File: src/rtl/arcade_input_mapper.sv
// Arcade input mapper: merges PS/2 key events and two joystick words into
// per-player control vectors, with SOCD cleaning on the direction pairs,
// per-button autofire, coin pulse stretching and an optional player swap.
//
// Internal per-player "raw" vectors use the joystick bit layout:
//   [0] R, [1] L, [2] D, [3] U, [4+i] button i, [4+N] start, [5+N] coin.
// Control outputs use the layout {buttons, up, down, right, left}.
module arcade_input_mapper #(
    parameter int NUM_BUTTONS   = 2,
    parameter int COIN_PULSE    = 4800000,
    parameter int AUTOFIRE_HALF = 1600000
) (
    input  logic                   clk,
    input  logic                   reset_n,
    input  logic [10:0]            ps2_key,
    input  logic [15:0]            joystick_0,
    input  logic [15:0]            joystick_1,
    input  logic [1:0]             socd_mode,
    input  logic [NUM_BUTTONS-1:0] autofire_mask,
    input  logic                   swap,
    output logic [3+NUM_BUTTONS:0] p1_ctrl,
    output logic [3+NUM_BUTTONS:0] p2_ctrl,
    output logic                   start_1,
    output logic                   start_2,
    output logic                   coin_1,
    output logic                   coin_2
);

    // Width of one player's raw vector and of one control output.
    localparam int KEY_W     = 6 + NUM_BUTTONS;
    localparam int CTRL_W    = 4 + NUM_BUTTONS;
    localparam int BIT_START = 4 + NUM_BUTTONS;
    localparam int BIT_COIN  = 5 + NUM_BUTTONS;

    localparam logic [23:0] LP_COIN_LOAD = 24'(COIN_PULSE);
    localparam logic [23:0] LP_AF_LAST   = 24'(AUTOFIRE_HALF - 1);

    // Scan code tables, index [player][member]. Direction members are in
    // raw order R, L, D, U (element 0 is the rightmost byte).
    localparam logic [1:0][3:0][7:0] LP_DIR_CODE = {
        {8'h2D, 8'h2B, 8'h23, 8'h34},   // player 2: U D L R
        {8'h75, 8'h72, 8'h6B, 8'h74}    // player 1: U D L R
    };
    localparam logic [1:0][3:0][7:0] LP_BTN_CODE = {
        {8'h1D, 8'h15, 8'h1B, 8'h1C},   // player 2: b3 b2 b1 b0
        {8'h12, 8'h29, 8'h11, 8'h14}    // player 1: b3 b2 b1 b0
    };
    localparam logic [1:0][7:0] LP_START_CODE = {8'h1E, 8'h16};
    localparam logic [1:0][7:0] LP_COIN_CODE  = {8'h36, 8'h2E};

    // PS/2 event tracking and key states
    logic                       r_toggle;
    logic                       w_event;
    logic [1:0][KEY_W-1:0]      r_key;
    logic [1:0][KEY_W-1:0]      w_key_mask;

    // Raw merged inputs and their edge history
    logic [1:0][KEY_W-1:0]      w_joy;
    logic [1:0][KEY_W-1:0]      w_raw;
    logic [1:0][KEY_W-1:0]      w_rise;
    logic [1:0][KEY_W-1:0]      r_raw_prev;

    // SOCD: a set bit means right (resp. down) won most recently
    logic [1:0]                 r_lw_lr;
    logic [1:0]                 r_lw_ud;
    logic [1:0]                 w_lw_lr_next;
    logic [1:0]                 w_lw_ud_next;
    logic [1:0][3:0]            w_dir;

    // Autofire
    logic [1:0][NUM_BUTTONS-1:0][23:0] r_af_cnt;
    logic [1:0][NUM_BUTTONS-1:0][23:0] w_af_cnt_next;
    logic [1:0][NUM_BUTTONS-1:0]       r_af_phase;
    logic [1:0][NUM_BUTTONS-1:0]       w_af_phase_next;
    logic [1:0][NUM_BUTTONS-1:0]       w_btn;

    // Coin stretching, start and assembled control vectors
    logic [1:0][23:0]           r_coin_cnt;
    logic [1:0][23:0]           w_coin_cnt_next;
    logic [1:0]                 w_coin;
    logic [1:0]                 w_start;
    logic [1:0][CTRL_W-1:0]     w_ctrl;

    // Joystick bits above the mapped range and the extended flag carry no
    // meaning here; they are folded into one sink signal.
    logic                       w_unused;

    assign w_joy[0] = joystick_0[KEY_W-1:0];
    assign w_joy[1] = joystick_1[KEY_W-1:0];
    assign w_unused = ^{joystick_0[15:KEY_W], joystick_1[15:KEY_W], ps2_key[8]};

    // An event is any change of the toggle bit since the previous edge.
    assign w_event = ps2_key[10] ^ r_toggle;

    // Decode the scan code into a one-hot mask over each player's raw vector;
    // unmapped codes and buttons beyond NUM_BUTTONS leave the mask empty.
    always_comb begin
        // NOTE: every combinational output is given a default before any
        // conditional assignment, so no path can leave it holding a value
        // (which would infer a latch).
        w_key_mask = '0;
        for (int p = 0; p < 2; p++) begin
            for (int d = 0; d < 4; d++) begin
                if (ps2_key[7:0] == LP_DIR_CODE[p][d]) w_key_mask[p][d] = 1'b1;
            end
            for (int b = 0; b < NUM_BUTTONS; b++) begin
                if (ps2_key[7:0] == LP_BTN_CODE[p][b]) w_key_mask[p][4+b] = 1'b1;
            end
            if (ps2_key[7:0] == LP_START_CODE[p]) w_key_mask[p][BIT_START] = 1'b1;
            if (ps2_key[7:0] == LP_COIN_CODE[p])  w_key_mask[p][BIT_COIN]  = 1'b1;
        end
    end

    // Track the toggle bit and load the addressed key state on an event.
    always_ff @(posedge clk or negedge reset_n) begin
        if (!reset_n) begin
            r_toggle <= 1'b0;
            r_key    <= '0;
        end else begin
            // NOTE: sequential state uses non-blocking assignments so every
            // register samples the values from before this edge.
            r_toggle <= ps2_key[10];
            if (w_event) begin
                for (int p = 0; p < 2; p++) begin
                    r_key[p] <= (r_key[p] & ~w_key_mask[p])
                              | (w_key_mask[p] & {KEY_W{ps2_key[9]}});
                end
            end
        end
    end

    // Merge keyboard and joystick, and find rising edges.
    always_comb begin
        w_raw  = '0;
        w_rise = '0;
        for (int p = 0; p < 2; p++) begin
            w_raw[p]  = r_key[p] | w_joy[p];
            w_rise[p] = w_raw[p] & ~r_raw_prev[p];
        end
    end

    // SOCD cleaning of L/R and U/D; last-wins history includes this edge.
    always_comb begin
        w_lw_lr_next = r_lw_lr;
        w_lw_ud_next = r_lw_ud;
        w_dir        = '0;
        for (int p = 0; p < 2; p++) begin
            // Left/up take precedence when both members rise together.
            if (w_rise[p][1])      w_lw_lr_next[p] = 1'b0;
            else if (w_rise[p][0]) w_lw_lr_next[p] = 1'b1;
            if (w_rise[p][3])      w_lw_ud_next[p] = 1'b0;
            else if (w_rise[p][2]) w_lw_ud_next[p] = 1'b1;

            // Output order: [0] L, [1] R, [2] D, [3] U.
            w_dir[p] = {w_raw[p][3], w_raw[p][2], w_raw[p][0], w_raw[p][1]};

            if (w_raw[p][0] && w_raw[p][1]) begin
                case (socd_mode)
                    2'd1:    w_dir[p][1:0] = 2'b00;
                    2'd2:    w_dir[p][1:0] = w_lw_lr_next[p] ? 2'b10 : 2'b01;
                    default: w_dir[p][1:0] = 2'b11;
                endcase
            end
            if (w_raw[p][2] && w_raw[p][3]) begin
                case (socd_mode)
                    2'd1:    w_dir[p][3:2] = 2'b00;
                    2'd2:    w_dir[p][3:2] = w_lw_ud_next[p] ? 2'b01 : 2'b10;
                    default: w_dir[p][3:2] = 2'b11;
                endcase
            end
        end
    end

    // Autofire: restart on a press, advance only while held with mask set.
    always_comb begin
        w_af_cnt_next   = r_af_cnt;
        w_af_phase_next = r_af_phase;
        w_btn           = '0;
        for (int p = 0; p < 2; p++) begin
            for (int b = 0; b < NUM_BUTTONS; b++) begin
                if (w_rise[p][4+b]) begin
                    w_af_cnt_next[p][b]   = '0;
                    w_af_phase_next[p][b] = 1'b1;
                end else if (w_raw[p][4+b] && autofire_mask[b]) begin
                    if (r_af_cnt[p][b] == LP_AF_LAST) begin
                        w_af_cnt_next[p][b]   = '0;
                        w_af_phase_next[p][b] = ~r_af_phase[p][b];
                    end else begin
                        w_af_cnt_next[p][b] = r_af_cnt[p][b] + 24'd1;
                    end
                end
                // The mask is applied to the output directly, so clearing it
                // mid-hold falls back to the plain button on the next edge.
                w_btn[p][b] = (w_raw[p][4+b] && autofire_mask[b])
                            ? w_af_phase_next[p][b] : w_raw[p][4+b];
            end
        end
    end

    // Coin stretching, start pass-through and control vector assembly.
    always_comb begin
        w_coin_cnt_next = r_coin_cnt;
        w_coin          = '0;
        w_start         = '0;
        w_ctrl          = '0;
        for (int p = 0; p < 2; p++) begin
            // A press always reloads, even while a pulse is still running.
            if (w_rise[p][BIT_COIN])        w_coin_cnt_next[p] = LP_COIN_LOAD;
            else if (r_coin_cnt[p] != '0)   w_coin_cnt_next[p] = r_coin_cnt[p] - 24'd1;
            // Using the next count makes the pulse exactly COIN_PULSE edges
            // long, counting the edge of the press itself.
            w_coin[p]  = w_raw[p][BIT_COIN] | (w_coin_cnt_next[p] != '0);
            w_start[p] = w_raw[p][BIT_START];
            w_ctrl[p]  = {w_btn[p], w_dir[p]};
        end
    end

    // Edge history, last-wins, autofire and coin state.
    always_ff @(posedge clk or negedge reset_n) begin
        if (!reset_n) begin
            // NOTE: counters and phases are cleared by reset as well, so a
            // reset aborts a running coin pulse or autofire sequence, and the
            // cleared edge history turns any held input into a fresh press.
            r_raw_prev <= '0;
            r_lw_lr    <= '0;
            r_lw_ud    <= '0;
            r_af_cnt   <= '0;
            r_af_phase <= '0;
            r_coin_cnt <= '0;
        end else begin
            r_raw_prev <= w_raw;
            r_lw_lr    <= w_lw_lr_next;
            r_lw_ud    <= w_lw_ud_next;
            r_af_cnt   <= w_af_cnt_next;
            r_af_phase <= w_af_phase_next;
            r_coin_cnt <= w_coin_cnt_next;
        end
    end

    // Output registers; swap only chooses which player feeds which port.
    always_ff @(posedge clk or negedge reset_n) begin
        if (!reset_n) begin
            p1_ctrl <= '0;
            p2_ctrl <= '0;
            start_1 <= 1'b0;
            start_2 <= 1'b0;
            coin_1  <= 1'b0;
            coin_2  <= 1'b0;
        end else if (swap) begin
            p1_ctrl <= w_ctrl[1];
            p2_ctrl <= w_ctrl[0];
            start_1 <= w_start[1];
            start_2 <= w_start[0];
            coin_1  <= w_coin[1];
            coin_2  <= w_coin[0];
        end else begin
            p1_ctrl <= w_ctrl[0];
            p2_ctrl <= w_ctrl[1];
            start_1 <= w_start[0];
            start_2 <= w_start[1];
            coin_1  <= w_coin[0];
            coin_2  <= w_coin[1];
        end
    end

endmodule

File: config.mk
export PLATFORM = sky130hd
export DESIGN_NAME = arcade_input_mapper
export DESIGN_NICKNAME = d
export VERILOG_FILES = /design/src/rtl/arcade_input_mapper.sv
export SDC_FILE = /design/constraint.sdc
export NUM_CORES = 1
export LEC_CHECK = 0
export ABC_AREA = 1
export CAP_MARGIN = 20
export CORE_UTILIZATION = 65
export CTS_CLUSTER_DIAMETER = 60
export DETAILED_ROUTE_END_ITERATION = 10
export PLACE_DENSITY = 0.9
export SYNTH_ARGS = -nofsm -noshare
export SYNTH_HDL_FRONTEND = slang
export SYNTH_SLANG_ARGS = --single-unit
File: constraint.sdc
create_clock -name clk -period 3.4 [get_ports clk]
set_input_delay 0.68 -clock clk [delete_from_list [all_inputs] [get_ports clk]]
set_output_delay 0.68 -clock clk [all_outputs]
set_load 0.02 [all_outputs]
==> impl_results.md <==
- RSZ-0062 raised after global routing: no
- Worst-Skew Late Latency: 0.45 ns
- Type of the worst setup path: in2reg
- Final Critical Period: 2.49 ns
- Core region area: 16800 um^2
- Port Buf Inserts: 48
- TritonCTS clock tree: done
- Inst Count DP: 1797
- R2r endpoint: coin_2$_DFF_PN0_
- Max Freq: 401 MHz
- Clock root cell: clkbuf_16
- CTS Hold Bufs: 0
- Lkg Pwr: 5.97 nW
- Max IR drop VDD: 401 uV
- Setup violators final: 0
- Pin count of the biggest net entering global routing: 76
- Synthesis-to-finish area growth: 12.4%
- Synth area leaders: dfrtp_1, nand2_1, inv_1
- Slew @ Worst Pin: 0.732 ns
- Worst hold-check path type: in2async
- Num Clock Sinks: 199
- Dominant synthesized flop cell: dfrtp_1
- Post-CTS Setup Inserts: 0
- CP Launch Type: input pin
- Iteration-0 DRC Markers: 1302
- Crit Reg-Reg Startpoint: r_coin_cnt[24]$_DFF_PN0_
- Mapped cell area: 11300 um^2
- N_diodes: 0
- Via count: 10500
- Final Hold Vio Count: 0
- Die Span X: 134 um
- Most common cell after layout, fill and taps aside: nand2_1
- Starting Density: 67.4%
- Status: complete, no violations
- Final WL: 27000 um
- Crit path DAT: 2.83 ns
- Vias in the first global route: 10100
- DRC: 0
- Pwr dens: 484 nW/um^2
- GRT Overall Usage: 32.4%
- DP HPWL: 19300 um
- Final TNS setup: 0 ns
- Die area: 18000 um^2
- Initial antenna violation count: 0
- Period Utilization, post-route: 73.3%
- Max-slew violation count: 0
- Routability congestion estimate from global placement: 0.922
- Finished Layout Cells: 1828
- Die Y: 134 um
- CTS H-tree lvls: 4
- Post-Syn Nets: 1590
- Syn. warnings: 0
- CTS buffer count: 17
- Total of max-cap violations: 0
- CP endpoint kind: register
- Nets@finish: 1654
- Clock slew at reported path FFs: 0.08 ns
- Seq/Total Area, Yosys: 43.9%
- Hold slack: 0.226 ns
- First-pass GRT wire length: 46600 um
- I/O pin cnt: 66
- Wire length per cell: 14.8 um
- #FFs+latches synth: 199
- Reg2reg path depth: 13
- Count of cell types in the netlist: 48
- GR Overflow Total: 0
- Pre-Repair DR Iteration Count: 7
- Rel. slew slack: 50.7%
- CP required: 3.74 ns
- Final Skew: 0.0100 ns
- Post-synth top area share: 43.9%
- Fraction of layout cells with a size suffix above 1: 7.52%
- Cells after synthesis: 1532
- Via-per-instance ratio: 5.73
- Most frequent cells in the layout: nand2_1, inv_1, nor2_1, dfrtp_1, nand3_1
- Synth area leader: dfrtp_1
- Row count: 47
- Post-CTS resize count: 0
- Clock Path Buffers: 2
- Syn Area/Cell: 7.40 um^2
- Max FO, Critical Path: 7
- R2R Setup Slk: 1.03 ns
- Synth async-reset ratio: 100%
- Post-synth EDFFs: 0
- Post-DRT Antenna Nets: 0
-- state kept, by name, summed over array words and instances (netlist names), named ones only --
name	flops
coin_1	1
coin_2	1
p1_ctrl	6
p2_ctrl	6
r_af_cnt	96
r_af_phase	4
r_coin_cnt	48
r_lw_lr	2
r_lw_ud	2
r_raw_prev	14
r_toggle	1
start_1	1
start_2	1
-- Yosys cell counts (16+ instances only) --
cell      number
o21ai_0       55
nand2_1      331
nand3b_1      16
nor2_2        24
nor2_1       219
inv_1        224
xor2_1        32
nand4_1       33
a21oi_1       60
o22ai_1       18
dfrtp_1      199
nand3_1      121
nor3_1        53
-- layer usage --
layer / GRT usage [%] / part of all wire [%]
met5: 0 / 0.12
met4: 10.7 / 1.9
met3: 6.08 / 6.5
met2: 53.1 / 49
met1: 43.5 / 43
-- worst max path at each step --
stage / startpoint / endpoint / slack [ns] / depth (start not counted)
floorplan: joystick_1[7] / coin_2$_DFF_PN0_ / 1.43 / 11
global placement: joystick_0[7] / coin_1$_DFF_PN0_ / 0.49 / 12
detailed placement: joystick_0[7] / coin_1$_DFF_PN0_ / 0.46 / 12
CTS: joystick_0[7] / coin_1$_DFF_PN0_ / 0.94 / 12
global route: joystick_1[4] / r_af_cnt[62]$_DFFE_PN0P_ / 0.67 / 8
finish: joystick_1[4] / r_af_cnt[62]$_DFFE_PN0P_ / 0.91 / 8
-- critical path, stage by stage --
cell	delay, ns
clkdlybuf4s50_1	0.42
nor2_1	0.22
nor2_1	0.11
nor2_1	0.45
inv_1	0.27
nand2_1	0.22
inv_1	0.17
nor3b_1	0.29
-- cell families (layout without fill, tap and decap cells) --
kind of cell / Yosys count / after routing / synth area share [%]
simple gates: 858 / 858 / 34.7
fa+ha+maj: 8 / 8 / 0.883
mux: 1 / 1 / 0.0993
xor+xnor: 38 / 38 / 2.94
buf+inv: 251 / 327 / 8.52
flops: 199 / 199 / 43.9
compound gates: 177 / 177 / 8.92
-- metrics by stage --
stage	power [W]	util (%)	setup slack (ns)	cell area, um^2
6_report	0.00616	75.8	0.906	12700
4_1_cts	0.00617	75.8	0.942	12700
2_1_floorplan	0.00366	-	1.43	11300
3_3_place_gp	0.00399	72.1	0.490	12100
5_1_grt	0.00646	75.8	0.674	12700
3_5_place_dp	0.00405	72.1	0.464	12100
-- cell type report --
| type | count | area, um^2 |
|---|---|---|
| Tap cell | 220 | 275 |
| Inverter | 234 | 878 |
| Timing Repair Buffer | 62 | 602 |
| Sequential cell | 199 | 4980 |
| Clock buffer | 17 | 425 |
| Clock inverter | 14 | 186 |
| Fill cell | 1223 | 4080 |
| Multi-Input combinational cell | 1082 | 5390 |
-- where the power goes --
group,leakage [nW],internal [W],total (W),switching (W)
combinational,3.11,0.000434,0.00127,0.000835
sequential,2.56,0.00257,0.00277,0.000203
clock,0.298,0.00112,0.00213,0.00100
total,5.97,0.00412,0.00616,0.00204
Note: power is estimated with default switching activity, not from simulation.
